## src/rtl/hex_display_ctrl.sv

```systemverilog
// Registered N-digit hexadecimal seven-segment controller with capture-on-load,
// leading-zero blanking and a programmable whole-display blink.
module hex_display_ctrl #(
    parameter int NUM_DIGITS = 8,
    parameter int BLINK_DIV  = 25000000
) (
    input  logic                    clk,
    input  logic                    reset,
    input  logic [4*NUM_DIGITS-1:0] data_in,
    input  logic                    load,
    input  logic                    hold,
    input  logic                    blank_lz,
    input  logic                    blink_en,
    output logic [7*NUM_DIGITS-1:0] hex_out,
    output logic                    changed
);

    localparam int              CNT_W    = (BLINK_DIV > 1) ? $clog2(BLINK_DIV) : 1;
    localparam logic [CNT_W-1:0] CNT_LAST = CNT_W'(BLINK_DIV - 1);
    localparam logic [6:0]      SEG_OFF  = 7'h7F;

    typedef enum logic {
        VISIBLE = 1'b0,
        DARK    = 1'b1
    } phase_t;

    logic [4*NUM_DIGITS-1:0] r_data;
    logic                    r_changed;
    logic [7*NUM_DIGITS-1:0] r_hexOut;
    logic [CNT_W-1:0]        r_count;
    phase_t                  r_phase;

    logic                    w_capture;
    logic [CNT_W-1:0]        w_countNext;
    phase_t                  w_phaseNext;
    logic                    w_dark;
    logic [7*NUM_DIGITS-1:0] w_hexNext;

    function automatic logic [6:0] decodeNibble(input logic [3:0] nibble);
        logic [6:0] seg;
        case (nibble)
            4'h0:    seg = 7'h40;
            4'h1:    seg = 7'h79;
            4'h2:    seg = 7'h24;
            4'h3:    seg = 7'h30;
            4'h4:    seg = 7'h19;
            4'h5:    seg = 7'h12;
            4'h6:    seg = 7'h02;
            4'h7:    seg = 7'h78;
            4'h8:    seg = 7'h00;
            4'h9:    seg = 7'h10;
            4'hA:    seg = 7'h08;
            4'hB:    seg = 7'h03;
            4'hC:    seg = 7'h46;
            4'hD:    seg = 7'h21;
            4'hE:    seg = 7'h06;
            4'hF:    seg = 7'h0E;
            default: seg = SEG_OFF;
        endcase
        return seg;
    endfunction

    // hold always wins over load, so a frozen display ignores the strobe entirely.
    assign w_capture = load & ~hold;

    always_ff @(posedge clk or negedge reset) begin
        if (!reset) begin
            r_data    <= '0;
            r_changed <= 1'b0;
        end else begin
            r_changed <= w_capture && (data_in != r_data);
            if (w_capture) begin
                r_data <= data_in;
            end
        end
    end

    always_ff @(posedge clk or negedge reset) begin
        if (!reset) begin
            r_phase <= VISIBLE;
            r_count <= '0;
        end else begin
            r_phase <= w_phaseNext;
            r_count <= w_countNext;
        end
    end

    always_comb begin
        w_phaseNext = r_phase;
        w_countNext = r_count;
        if (!blink_en) begin
            w_phaseNext = VISIBLE;
            w_countNext = '0;
        end else if (r_count == CNT_LAST) begin
            w_countNext = '0;
            w_phaseNext = (r_phase == VISIBLE) ? DARK : VISIBLE;
        end else begin
            w_countNext = r_count + CNT_W'(1);
        end
    end

    always_comb begin
        w_dark = (r_phase == DARK);
    end

    // A digit above position 0 is a leading zero when it and every digit above it are zero.
    always_comb begin : hexDecode
        logic zeroAbove;
        w_hexNext = '1;
        for (int i = 0; i < NUM_DIGITS; i++) begin
            zeroAbove = 1'b1;
            for (int j = i; j < NUM_DIGITS; j++) begin
                if (r_data[4*j +: 4] != 4'h0) begin
                    zeroAbove = 1'b0;
                end
            end
            if (w_dark) begin
                w_hexNext[7*i +: 7] = SEG_OFF;
            end else if (blank_lz && (i > 0) && zeroAbove) begin
                w_hexNext[7*i +: 7] = SEG_OFF;
            end else begin
                w_hexNext[7*i +: 7] = decodeNibble(r_data[4*i +: 4]);
            end
        end
    end

    always_ff @(posedge clk or negedge reset) begin
        if (!reset) begin
            r_hexOut <= {NUM_DIGITS{SEG_OFF}};
        end else begin
            r_hexOut <= w_hexNext;
        end
    end

    assign hex_out = r_hexOut;
    assign changed = r_changed;

endmodule

```

## config.mk

```make
export PLATFORM = sky130hd
export DESIGN_NAME = hex_display_ctrl
export DESIGN_NICKNAME = d
export VERILOG_FILES = /design/src/rtl/hex_display_ctrl.sv
export SDC_FILE = /design/constraint.sdc
export NUM_CORES = 1
export LEC_CHECK = 0
export ABC_AREA = 0
export BUFFER_PORTS_ARGS = -buffer_cell sky130_fd_sc_hd__buf_2
export CORE_UTILIZATION = 54
export CTS_BUF_LIST = sky130_fd_sc_hd__clkbuf_2 sky130_fd_sc_hd__clkbuf_4 sky130_fd_sc_hd__clkbuf_8
export DETAILED_ROUTE_END_ITERATION = 8
export HOLD_SLACK_MARGIN = 0.1
export PLACE_DENSITY = 0.85
export REMOVE_ABC_BUFFERS = 1
export SYNTH_ARGS = -nofsm -noshare
export SYNTH_HDL_FRONTEND = slang
export SYNTH_SLANG_ARGS = --single-unit
```

## constraint.sdc

```tcl
create_clock -name clk -period 1.85 [get_ports clk]
set_clock_uncertainty 0.05 [all_clocks]
set_input_delay 0 -clock clk [delete_from_list [all_inputs] [get_ports clk]]
set_output_delay 0 -clock clk [all_outputs]
set_load 0.03 [all_outputs]
```

==> qor.csv <==
metric,value,unit
Simple-Gate Fraction of Synth Area,17.22,%
final setup vio count,1,
die width,111.0,µm
Worst IR Drop VDD,0.6915,mV
core footprint,0.01152,mm²
first-pass GRT wire length,30880,µm
die area,0.01232,mm²
dpl cell area,0.007300,mm²
Clock Latency Late Sink,450,ps
crit start category,register,
GRT Residual Overflow,0,
share of cells above drive strength 1,31.49,%
Crit. End Element,register,
clock transition at the registers of the reported paths,80,ps
Final Hold Viols,0,
vias per std cell,6.154,
initial core utilization,55.70,%
power per cell area,1009,mW/mm²
CP Cell Sequence,"inv_1, ha_2, nor3b_4, and4_4, a21oi_2, buf_4, o211ai_1",
hold depth,4,
DR WL/cell,19.90,µm
max-slew violation count,0,
# diodes,0,
capture point of the worst reg-to-reg path,hex_out[15],
unrepaired setup endpoints after global routing,true,
Rows,39,
FMAX,536.1,MHz
# IOs,95,
Commonest cells post-synth,"84 x nand2_1, 59 x dfrtp_1, 56 x dfstp_2",
Worst Path Required,2170,ps
RePlAce Congestion,0.8979,
main flop type after synthesis,dfrtp_1,
post-route ant nets,0,
Tot Pwr,8645,µW
XOR/XNOR share of the synthesized area,6.007,%
area share of the leading cell type in the synthesized netlist,23.02,%
Ys Warns,0,
main combinational cell family by area after synthesis,simple AND/OR/NAND/NOR gates,
"Slowest-stage cell, CP",dfrtp_1,
relative slew slack,40.45,%
CTS H-tree lvls,4,
final instance area,0.008568,mm²
multiplexer share of the synthesized area,1.892,%
cells taking the most area after synthesis,"dfrtp_1 23%, dfstp_2 23%, ha_1 8.4%",
Die Span Y,111.0,µm
failing checks,"design-rule violations, negative setup slack",
CTS Buf Count,17,
Synth Area in Compound Gates,16.42,%
Max Cap Viol,0,
cell taking the most area after synthesis,dfrtp_1,
Worst Hold Launch,hold,
DP HPWL,11330,µm
r2r setup slk,-20,ps
syn avg cell area,9.869,µm²
Post-synth EDFFs,0,
Worst-Margin Slew,893.2,ps
adder-cell share of the synthesized area,8.387,%
ratio of final minimum period to clock period,100.8,%
hold endpoint,r_data[0],
CTS tree,built,
Cells after Synth,650,
worst-case reg-to-reg path depth,7,
Residual DRC,6,
status,"complete, but fails checks",
GRT met3 Usage,6.725,%
sequential share of the synthesized area,45.95,%
crit path kind,reg2reg,
CTS Sinks,115,
"Data arrival, critical path",2180,ps
total vias in the final route,6216,
Top Usage Layer GRT,met2,
CP peak stage delay,390,ps
P_leak,0.003803,µW
CTS Buffer Depth,2,
worst hold-check path type,in2reg,
final worst slack,-15.45,ps
Netlist cell types,54,
grt met1 use,37.77,%
vias in the first global route,6091,
initial antenna violation count,0,
final wirelength,20100,µm
Fin Hold WS,160.5,ps
min Tclk post-route,1865,ps
initial DRC count,683,
synthesized area,0.006415,mm²
grt met2 use,54.09,%
most frequent cell after synthesis,nand2_1,
"flops & latches, synth",115,
area grow syn2layout,33.57,%
drt first pass iters,8,
# port buffers,94,
All-Layer GR Usage,32.01,%
Final nets,935,
ys async rst share,100.0,%
Root Driver,clkbuf_8,
Worst Path Max Fanout,7,
Critical R2R Launch,r_data[21],
largest net degree at the start of global routing,64,
flip-flops by register name, summed over array words and instances, names as in the netlist:
register and count:
changed 1, hex_out 56, r_count 25, r_data 32, r_phase 1
cells by family after synthesis:
| kind of cell | count (synthesis) |
|---|---|
| flip-flops | 115 |
| adder cells (fa/ha/maj) | 43 |
| AO/OA/AOI/OAI | 154 |
| multiplexers | 10 |
| XOR/XNOR | 44 |
| AND/OR/NAND/NOR | 219 |
| buffers and inverters | 65 |
power by group:
group	internal (µW)	total (µW)	leakage, µW	switching (µW)
Clock	1500	2600	0.000223	1100
Combinational	1010	2740	0.00223	1730
Sequential	3080	3310	0.00135	227
Total	5590	8640	0.00380	3050
metrics by stage:
step	instances	setup TNS [ps]	worst slack (ps)	utilization (%)
floorplan	616	-12380	-526.4	-
global placement	901	-606.1	-79.11	63.39
detailed placement	901	-2776	-235.8	63.39
CTS	1003	0	12.69	73.44
global route	1010	-987.0	-88.84	74.40
finish	1010	-15.45	-15.45	74.40
critical path, delay by kind of cell, from the launching register on:
kind,cells,cell delay (ps)
flip-flops,1,390
AND/OR/NAND/NOR,2,590
buffers and inverters,2,330
adder cells (fa/ha/maj),1,220
AO/OA/AOI/OAI,2,200
worst max-delay path by stage:
stage	startpoint	cells past startpoint	slack, ps	end
2_1_floorplan	hold	2	-530	r_data[10]
3_3_place_gp	r_data[28]	6	-80	hex_out[26]
3_5_place_dp	r_data[28]	6	-240	hex_out[25]
4_1_cts	r_data[17]	6	10	hex_out[25]
5_1_grt	r_data[21]	6	-90	hex_out[13]
6_report	r_data[21]	7	-20	hex_out[15]
placed cells by master (no fill, tap or decap), drive strengths merged, types with 3 or more instances in the layout:
cell type    netlist  final
a21boi             3      3
a21o               6      6
a21oi             20     20
a32oi              5      5
and2               8      8
and4               6      6
buf                9    147
bufinv             0      3
clkbuf            25     23
clkinv             0      4
dfrtp             59     59
dfstp             56     56
dlygate4sd3        0     70
ha                43     43
inv               31     32
mux2               7      7
nand2             86     86
nand2b            16     16
nand3             13     13
nand4             16     17
nor2              41     41
nor2b              6      7
nor3b              3      3
nor4               3      3
o211ai            25     25
o21a               3      3
o21ai             48     48
o311ai            25     25
o31ai             10     10
or3                4      4
or4                8      8
xnor2             34     34
xor2              10     10
per-layer routing:
metal / share of wire (%) / vias to the layer above
li1: - / 2713
met1: 38 / 3010
met2: 50 / 377
met3: 7.1 / 116
met4: 5.1 / 0
met5: 0 / -
layout make-up:
type | count | area (µm²)
Tap cell | 143 | 178.9
Timing Repair Buffer | 217 | 1584
Clock buffer | 23 | 304.0
Clock inverter | 9 | 127.6
Multi-Input combinational cell | 472 | 3308
Fill cell | 663 | 2948
Inverter | 31 | 116.4
Sequential cell | 115 | 2949
what timing repair did:
item	in CTS	in global routing
resized for setup	6	14
pin swaps	0	3
cloned	0	2
endpoints found under the hold margin	160	0
hold buffers	70	0
setup endpoints to repair	28	42
setup buffers	0	5
No activity file was read; power rests on OpenSTA's default activity.
